$ cat config.mk
export PLATFORM = sky130hd
export DESIGN_NAME = dsp_mac_pipe
export DESIGN_NICKNAME = d
export VERILOG_FILES = /design/src/rtl/dsp_mac_pipe.sv
export SDC_FILE = /design/constraint.sdc
export NUM_CORES = 1
export LEC_CHECK = 0
export BUFFER_PORTS_ARGS = -buffer_cell sky130_fd_sc_hd__buf_2
export CAP_MARGIN = 25
export CELL_PAD_IN_SITES_DETAIL_PLACEMENT = 0
export CELL_PAD_IN_SITES_GLOBAL_PLACEMENT = 1
export CORE_UTILIZATION = 45
export DETAILED_ROUTE_END_ITERATION = 12
export PLACE_DENSITY = 0.79
export SYNTH_ARGS = -nofsm -noshare
export SYNTH_HDL_FRONTEND = slang
export SYNTH_SLANG_ARGS = --single-unit
$ cat constraint.sdc
create_clock -name clk -period 7.8 [get_ports clk]
set_clock_uncertainty 0.15 [all_clocks]
set_input_delay 0.39 -clock clk [delete_from_list [all_inputs] [get_ports clk]]
set_output_delay 0.39 -clock clk [all_outputs]
set_load 0.005 [all_outputs]
$ cat src/rtl/dsp_mac_pipe.sv
// dsp_mac_pipe: signed multiply-accumulate slice with three precision modes, a chained
// shift-accumulate path, optional saturation and a run-time-programmable output pipeline.
//
// Ports
//   clk, rst_n    clock (rising edge), asynchronous active-low reset
//   in_valid      sample present this cycle
//   aa, bb        operands (WIDTH)
//   cc            signed addend for non-chained samples (2*WIDTH)
//   mode          00 half x half, 01 half x full, 10 full x full, 11 ignored
//   mac           request chaining onto the accumulator
//   shift_amount  accumulator shift distance for chained samples
//   shift_dir     1 = arithmetic right, 0 = left
//   pipe_stages   output latency; clamped to MAX_PIPE
//   out_valid     out carries a result
//   out           signed result, zero when out_valid = 0
//   ovf           result of this beat saturated or wrapped
module dsp_mac_pipe #(
  parameter int unsigned WIDTH      = 16,
  parameter int unsigned SHIFT_BITS = 2,
  parameter int unsigned MAX_PIPE   = 4,
  parameter int unsigned PIPE_BITS  = 3,
  parameter bit          SATURATE   = 1'b1
) (
  input  logic                  clk,
  input  logic                  rst_n,
  input  logic                  in_valid,
  input  logic [WIDTH-1:0]      aa,
  input  logic [WIDTH-1:0]      bb,
  input  logic [2*WIDTH-1:0]    cc,
  input  logic [1:0]            mode,
  input  logic                  mac,
  input  logic [SHIFT_BITS-1:0] shift_amount,
  input  logic                  shift_dir,
  input  logic [PIPE_BITS-1:0]  pipe_stages,
  output logic                  out_valid,
  output logic [2*WIDTH-1:0]    out,
  output logic                  ovf
);

  localparam int unsigned HalfW = WIDTH / 2 + 1;
  localparam int unsigned ResW  = 2 * WIDTH;
  localparam int unsigned SumW  = ResW + SHIFT_BITS + 2;

  logic [ResW-1:0]                acc_q, acc_d;
  logic                           mac_prev_q, mac_prev_d;
  logic [PIPE_BITS-1:0]           d_q, d_d;
  logic [MAX_PIPE-1:0]            pv_q, pv_d;
  logic [MAX_PIPE-1:0]            po_q, po_d;
  logic [MAX_PIPE-1:0][ResW-1:0]  pd_q, pd_d;

  logic                    accept, chain, flush, fits;
  logic [PIPE_BITS-1:0]    d_cur;
  logic signed [WIDTH-1:0] op_a, op_b;
  logic signed [ResW-1:0]  a_ext, b_ext, prod;
  logic signed [SumW-1:0]  prod_ext, acc_ext, cc_ext, addend, sum;
  logic [ResW-1:0]         res;
  logic                    res_ovf;
  logic                    tap_v, tap_o;
  logic [ResW-1:0]         tap_d;

  // Datapath: operand selection, product, addend and saturating sum
  always_comb begin
    // rst_n gating keeps the zero-latency path quiet while in reset
    accept = rst_n & in_valid & (mode != 2'b11);
    chain  = mac & mac_prev_q;

    op_a = (mode == 2'b10) ? aa :
           {{(WIDTH - HalfW){aa[HalfW-1]}}, aa[HalfW-1:0]};
    op_b = (mode == 2'b00) ? {{(WIDTH - HalfW){bb[HalfW-1]}}, bb[HalfW-1:0]} : bb;

    a_ext = {{WIDTH{op_a[WIDTH-1]}}, op_a};
    b_ext = {{WIDTH{op_b[WIDTH-1]}}, op_b};
    prod  = a_ext * b_ext;  // true product always fits 2*WIDTH

    prod_ext = {{(SumW - ResW){prod[ResW-1]}}, prod};
    acc_ext  = {{(SumW - ResW){acc_q[ResW-1]}}, acc_q};
    cc_ext   = {{(SumW - ResW){cc[ResW-1]}}, cc};

    if (chain) begin
      addend = shift_dir ? (acc_ext >>> shift_amount) : (acc_ext << shift_amount);
    end else begin
      addend = cc_ext;
    end
    sum = prod_ext + addend;

    // Fits when every bit above the result sign bit equals the sign bit
    fits = (&sum[SumW-1:ResW-1]) | ~(|sum[SumW-1:ResW-1]);
    if (fits) begin
      res     = sum[ResW-1:0];
      res_ovf = 1'b0;
    end else begin
      res_ovf = 1'b1;
      if (SATURATE) begin
        res = sum[SumW-1] ? {1'b1, {(ResW - 1){1'b0}}} : {1'b0, {(ResW - 1){1'b1}}};
      end else begin
        res = sum[ResW-1:0];
      end
    end
  end

  // Latency control and pipeline next state
  always_comb begin
    d_cur = (pipe_stages > PIPE_BITS'(MAX_PIPE)) ? PIPE_BITS'(MAX_PIPE) : pipe_stages;
    // A latency change drops everything in flight
    flush = (d_cur != d_q);

    acc_d      = accept ? res : acc_q;
    mac_prev_d = accept ? mac : mac_prev_q;
    d_d        = d_cur;

    pv_d = '0;
    po_d = '0;
    pd_d = '0;
    for (int i = MAX_PIPE - 1; i >= 1; i--) begin
      pv_d[i] = pv_q[i-1] & ~flush;
      po_d[i] = po_q[i-1];
      pd_d[i] = pd_q[i-1];
    end
    pv_d[0] = accept & (d_cur != '0);
    po_d[0] = res_ovf;
    pd_d[0] = res;
  end

  // Output select: combinational at D = 0, otherwise tap stage D-1
  always_comb begin
    tap_v = 1'b0;
    tap_o = 1'b0;
    tap_d = '0;
    for (int i = 0; i < MAX_PIPE; i++) begin
      if (d_cur == PIPE_BITS'(i + 1)) begin
        tap_v = pv_q[i];
        tap_o = po_q[i];
        tap_d = pd_q[i];
      end
    end

    if (d_cur == '0) begin
      out_valid = accept;
      out       = accept ? res : '0;
      ovf       = accept & res_ovf;
    end else begin
      out_valid = tap_v & ~flush;
      out       = out_valid ? tap_d : '0;
      ovf       = out_valid & tap_o;
    end
  end

  always_ff @(posedge clk or negedge rst_n) begin
    if (!rst_n) begin
      acc_q      <= '0;
      mac_prev_q <= 1'b0;
      d_q        <= '0;
      pv_q       <= '0;
      po_q       <= '0;
      pd_q       <= '0;
    end else begin
      acc_q      <= acc_d;
      mac_prev_q <= mac_prev_d;
      d_q        <= d_d;
      pv_q       <= pv_d;
      po_q       <= po_d;
      pd_q       <= pd_d;
    end
  end

endmodule

==> results.py, run 1 <==
metrics = {
    "logic_synthesis": {
        "synth_top_area_share": 0.303,
        "synth_common_cells": "inv_1 (374), fa_1 (314), nand2_1 (274)",
        "ys_seq_area_frac": 0.207,
        "synth_area_leader_cell": "fa_1",
        "synth_xor_area_frac": 0.0152,
        "async_flop_share": 1.00,
        "yosysUniqueCellTypes": 68,
        "synth_ff_type": "dfrtp_1",
        "ys_top_cells_by_area": "fa_1 (30%), dfrtp_1 (21%), inv_1 (6.8%)",
        "synth_nets": 2691,
        "synth-adder-area-share": 0.368,
        "synthMuxAreaShare": 0.0747,
        "synth-seq-cells": 172,
        "synth-simple-area-share": 0.134,
        "synth_edf_count": 0,
        "ys_warn_count": 0,
        "netlist_area_sq_um": 20800,
        "synth_compound_area_frac": 0.108,
        "synth_top_family_by_area": "adder cells",
        "synth.most_common_cell": "inv_1",
        "syn_area_per_cell_sq_um": 9.47,
        "syn_inst": 2193,
    },
    "hold_path": {
        "min_path_cells": 3,
        "min_from": "mac",
        "worstHoldPathType": "input pin to flop",
    },
    "floorplanning": {
        "dieArea_sq_um": 47000,
        "io_pins": 110,
        "coreArea_sq_um": 45500,
        "floorplan.initialDensity": 0.456,
        "die_y_um": 217,
        "num_rows": 78,
        "die_x_um": 217,
    },
    "timing": {
        "clock.fmax_ghz": 0.127,
        "setup_viol": 14,
        "post-route-period-util": 1.01,
        "worst_slew_pin_slew_ns": 1.09,
        "rsz0062_at_grt": "yes",
        "hold_violations": 0,
        "period_minus_slack_ns": 7.87,
        "final_max_slew_viol_count": 0,
        "relSlewSlack": 0.274,
        "setup_slack_ns": -0.0715,
    },
    "worst_setup_path": {
        "cp_slowest_cell": "fa_1",
        "required_ns": 7.26,
        "worstSetupStartpoint": "mode[0]",
        "r2r_start": "acc_q[12]",
        "startpoint_type": "input pin",
        "rr_worst_depth": 25,
        "arrival_ns": 7.33,
        "critical_path.top_delay_family": "adder cells",
        "cp_common_cell": "fa_1",
        "critPathBufInv": 13,
        "crit_path_max_fanout": 8,
        "crit_type": "input pin to primary output",
        "crit_path_end_kind": "primary output",
        "cp_num_cells": 31,
        "slowest_delay_ns": 0.58,
    },
    "clock_network": {
        "cts_tree": "yes",
        "clk-insertion-delay-late_ns": 0.43,
        "clockBufferDepth": 2,
        "root_buffer": "clkbuf_16",
        "htree_levels": 4,
        "cts.clk_slew.worst_paths_ns": 0.06,
        "cts_num_sinks": 172,
        "cts_buffers": 17,
    },
    "global_routing": {
        "grtUsageTotal": 0.254,
        "antenna_found_initial": 0,
        "grt_max_degree": 95,
        "grt_pass1_vias": 17800,
        "overflow": 0,
        "grt_pass1_wl_um": 93700,
    },
    "placed_design": {
        "globalplace.congestion": 0.925,
        "post-dp-hpwl_um": 46000,
        "dpl_cell_area_sq_um": 23700,
        "dp_cells": 3032,
        "io_buffers": 109,
    },
    "layout": {
        "fill_cells": 4047,
        "area_growth_pct": 24.0,
        "nets": 3005,
        "drive_gt1_frac": 0.271,
        "final_cells": 3121,
        "design_area_sq_um": 25700,
    },
    "routing": {
        "avgViaCountPerCell": 5.40,
        "drtAntennaViolNets": 0,
        "wl_per_cell_um": 18.7,
        "via_count": 16900,
        "drt-pass1-iter-count": 5,
        "routed_wl_um": 58300,
        "drtIter0Drc": 1021,
        "drc": 0,
    },
    "status": {
        "violations": "negative setup slack",
        "outcome": "finished with violations",
    },
    "flow_run": {
        "maxCapViolCount": 0,
    },
}
==> worst paths after layout <==
| check | slack, ns | end |
|---|---|---|
| min in group asynchronous | 0.47 | d_q[1] |
| hold / removal | 0.08 | mac_prev_q |
| setup reg to reg | 0.61 | acc_q[21] |
| setup / recovery | -0.07 | ovf |
| max in group asynchronous | 5.79 | pd_d[79] |
| hold reg to reg | 0.22 | pd_d[93] |
==> metrics by stage <==
step                 util  TNS, ns  setup slack [ns]  hold WS (ns)
floorplan               -        0           0.00531       -0.0556
global placement    0.520   -31.67            -0.638         0.203
detailed placement  0.520   -43.93            -0.797         0.208
CTS                 0.551  -0.0239          -0.00924        0.0665
global route        0.566    -6.83            -0.247        0.0848
finish              0.566   -0.433           -0.0715        0.0779
==> repair_timing <==
item                       4_1_cts  5_1_grt
cloned                           6        2
resized for setup               94      112
buffers inserted                29       18
setup endpoints to repair       49       32
hold endpoints to repair        91        0
hold buffers                     1        0
pin swaps                       48       94
==> flip-flops by register name, summed over array words and instances, names as in the netlist <==
name / count
po_q: 4
pd_d: 96
acc_q: 32
d_q: 3
pv_q: 4
mac_prev_q: 1
pd_q: 32
==> kinds of logic (layout without fill, tap and decap cells) <==
logic type | count (synthesis) | count (layout)
multiplexers | 103 | 103
other | 0 | 1
buffers and inverters | 500 | 823
AND/OR/NAND/NOR | 608 | 608
AO/OA/AOI/OAI | 352 | 356
XOR/XNOR | 36 | 36
adder cells (fa/ha/maj) | 422 | 422
flip-flops | 172 | 172
==> metal layers <==
| metal | global-route usage | routed length (um) | vias to the layer above |
|---|---|---|---|
| met5 | 0 | 0 | - |
| met4 | 0.0620 | 1230 | 0 |
| met3 | 0.0330 | 3000 | 72 |
| met2 | 0.425 | 28600 | 496 |
| met1 | 0.352 | 25400 | 8627 |
| li1 | - | - | 7655 |
==> tightest hold or removal path: stages <==
cell and delay [ns]:
buf_2 0.13, nand2_1 0.06, nand2_1 0.04
==> final cells by class <==
class | instances | area, sq um | share of cell area
Antenna cell | 1 | 2.50 | 0.0000972
Clock inverter | 12 | 146 | 0.00569
Sequential cell | 172 | 4300 | 0.167
Clock buffer | 20 | 447 | 0.0174
Timing Repair Buffer | 417 | 3270 | 0.127
Tap cell | 600 | 751 | 0.0292
Inverter | 374 | 1410 | 0.0546
Multi-Input combinational cell | 1525 | 15400 | 0.599
==> cells in the final DEF, fill, tap and decap left out, drive strengths merged, types with 8 or more instances in the layout <==
cell / instances
a211oi: 9
a21o: 14
a21oi: 134
a22oi: 37
a31o: 12
and2: 105
buf: 414
clkbuf: 22
dfrtp: 172
fa: 314
ha: 108
inv: 374
mux2: 36
mux2i: 29
mux4: 38
nand2: 276
nand3: 37
nand4: 8
nor2: 116
nor2b: 19
nor3: 18
o211ai: 31
o21ai: 69
o22ai: 12
or3: 9
xnor2: 23
xor2: 13
Power of run 1 is not shown: default switching activity piles up to over one toggle a cycle in this logic, so the estimate is an artifact.
==> run 2: changes to the inputs <==
--- a/config.mk
+++ b/config.mk
@@ -5,11 +5,12 @@
 export SDC_FILE = /design/constraint.sdc
 export NUM_CORES = 1
 export LEC_CHECK = 0
+export ABC_AREA = 1
 export BUFFER_PORTS_ARGS = -buffer_cell sky130_fd_sc_hd__buf_2
 export CAP_MARGIN = 25
 export CELL_PAD_IN_SITES_DETAIL_PLACEMENT = 0
 export CELL_PAD_IN_SITES_GLOBAL_PLACEMENT = 1
-export CORE_UTILIZATION = 45
+export CORE_UTILIZATION = 44
 export DETAILED_ROUTE_END_ITERATION = 12
 export PLACE_DENSITY = 0.79
 export SYNTH_ARGS = -nofsm -noshare
==> results.py, run 2 <==
metrics = {
    "routing": {
        "via_count": 16500,
        "drt-pass1-iter-count": 5,
        "drtIter0Drc": 1095,
        "wl_per_cell_um": 17.5,
        "avgViaCountPerCell": 5.05,
        "drtAntennaViolNets": 0,
        "routed_wl_um": 57100,
        "drc": 0,
    },
    "placed_design": {
        "globalplace.congestion": 0.945,
        "io_buffers": 109,
        "dp_cells": 3222,
        "post-dp-hpwl_um": 46400,
        "dpl_cell_area_sq_um": 22200,
    },
    "worst_setup_path": {
        "crit_path_end_kind": "primary output",
        "slowest_delay_ns": 0.61,
        "crit_path_max_fanout": 8,
        "required_ns": 7.26,
        "crit_type": "input pin to primary output",
        "cp_slowest_cell": "fa_2",
        "cp_common_cell": "fa_1",
        "critPathBufInv": 12,
        "startpoint_type": "input pin",
        "arrival_ns": 6.95,
        "critical_path.top_delay_family": "adder cells",
    },
    "layout": {
        "drive_gt1_frac": 0.142,
        "layout_commonest_cell": "nand2_1",
        "final_cells": 3268,
        "layout_common_cells": "nand2_1 (670), inv_1 (529), fa_1 (310)",
        "design_area_sq_um": 23300,
        "nets": 3146,
        "area_growth_pct": 12.9,
        "antenna_cells": 0,
        "fill_cells": 4520,
        "regArea_sq_um": 4300,
        "largest_register_ffs": 96,
        "multi_input_area_sq_um": 14100,
    },
    "global_routing": {
        "overflow": 0,
        "grt_pass1_wl_um": 90600,
        "grtUsageTotal": 0.246,
        "antenna_found_initial": 0,
        "grt_pass1_vias": 16900,
        "grt_max_degree": 67,
    },
    "logic_synthesis": {
        "ys_seq_area_frac": 0.208,
        "synth_top_family_by_area": "adder cells",
        "synth_area_leader_cell": "fa_1",
        "synth.most_common_cell": "nand2_1",
        "ys_top_cells_by_area": "fa_1 (30%), dfrtp_1 (21%), nand2_1 (12%)",
        "ys_warn_count": 0,
        "yosysUniqueCellTypes": 51,
        "syn_area_per_cell_sq_um": 8.17,
        "syn_inst": 2530,
        "synthMuxAreaShare": 0.000484,
        "async_flop_share": 1.00,
        "synth_common_cells": "nand2_1 (682), inv_1 (534), fa_1 (314)",
        "synth_top_area_share": 0.304,
        "synth_edf_count": 0,
        "synth_compound_area_frac": 0.0869,
        "synth-simple-area-share": 0.199,
        "netlist_area_sq_um": 20700,
        "synth-adder-area-share": 0.369,
        "synth_ff_type": "dfrtp_1",
        "synth_nets": 3028,
        "synth_xor_area_frac": 0.0131,
        "synth-seq-cells": 172,
    },
    "timing": {
        "clock.fmax_ghz": 0.133,
        "final_max_slew_viol_count": 0,
        "relSlewSlack": 0.342,
        "worst_slew_pin_slew_ns": 0.985,
        "setup_viol": 0,
        "period_minus_slack_ns": 7.49,
        "post-route-period-util": 0.960,
        "hold_violations": 0,
        "final.setup.tns_ns": 0,
    },
    "clock_network": {
        "cts_num_sinks": 172,
        "cts_buffers": 17,
        "cts.clk_slew.worst_paths_ns": 0.06,
        "clockBufferDepth": 2,
        "htree_levels": 4,
        "root_buffer": "clkbuf_16",
        "cts_tree": "yes",
        "clk-insertion-delay-late_ns": 0.43,
    },
    "floorplanning": {
        "num_rows": 79,
        "dieArea_sq_um": 47900,
        "floorplan.initialDensity": 0.445,
        "die_x_um": 219,
        "die_y_um": 219,
        "coreArea_sq_um": 46500,
        "io_pins": 110,
    },
    "flow_run": {
        "maxCapViolCount": 0,
    },
    "status": {
        "outcome": "finished clean",
    },
    "hold_path": {
        "worstHoldPathType": "input pin to flop",
    },
}
==> run 2: final timing paths <==
kind / slack [ns] / from / depth (start not counted) / endpoint
worst max-delay path: 0.31 / mode[1] / 35 / out[29]
worst min-delay path: 0.03 / pipe_stages[2] / 1 / d_q[2]
worst max register to register: 1.53 / mac_prev_q / 31 / acc_q[17]
worst min register to register: 0.22 / pd_d[116] / 0 / pd_q[116]
max in group asynchronous: 5.26 / rst_n / 4 / pd_d[66]
min in group asynchronous: 0.35 / rst_n / 2 / pd_d[124]
==> run 2: final cells by class <==
cell class	instances	share of cell area
Multi-Input combinational cell	1707	0.605
Sequential cell	172	0.184
Inverter	554	0.0896
Timing Repair Buffer	196	0.0608
Tap cell	607	0.0325
Clock buffer	21	0.0206
Clock inverter	11	0.00702
==> run 2: metrics by stage <==
stage,hold WS (ns),setup slack [ns],utilization
final,0.0283,0.309,0.502
after global routing,0.0186,-0.00973,0.502
after CTS,0.0148,0.0179,0.492
after detailed placement,0.210,0.0746,0.478
after global placement,0.206,0.0878,0.478
after floorplan,-0.0556,0.551,-
==> run 2: timing repair <==
| action | in CTS | in global routing |
|---|---|---|
| hold endpoints to repair | 56 | 0 |
| hold buffers | 1 | 0 |
| setup buffers | 0 | 10 |
| setup endpoints to repair | 0 | 32 |
| gates resized for setup | 0 | 87 |
==> run 2: layer usage <==
metal / part of all wire / GRT usage / vias up
met3: 0.041 / 0.0270 / 62
met2: 0.49 / 0.409 / 352
li1: - / - / 7825
met1: 0.45 / 0.340 / 8263
met5: 0 / 0 / -
met4: 0.023 / 0.0644 / 0
==> run 2: cells by family (layout without fill, tap and decap cells) <==
group	count (synthesis)	count (layout)
simple gates	1004	1004
fa+ha+maj	422	422
compound gates	249	249
flops	172	172
buf+inv	651	782
xor+xnor	31	31
mux	1	1
==> run 2: worst reg2reg max path: cells and delay by family (launching register included) <==
| kind | cells | cell delay (ns) |
|---|---|---|
| compound gates | 4 | 0.72 |
| flops | 1 | 0.38 |
| fa+ha+maj | 6 | 2.87 |
| simple gates | 14 | 1.15 |
| buf+inv | 7 | 0.93 |
Power of run 2 is left out for the same reason.
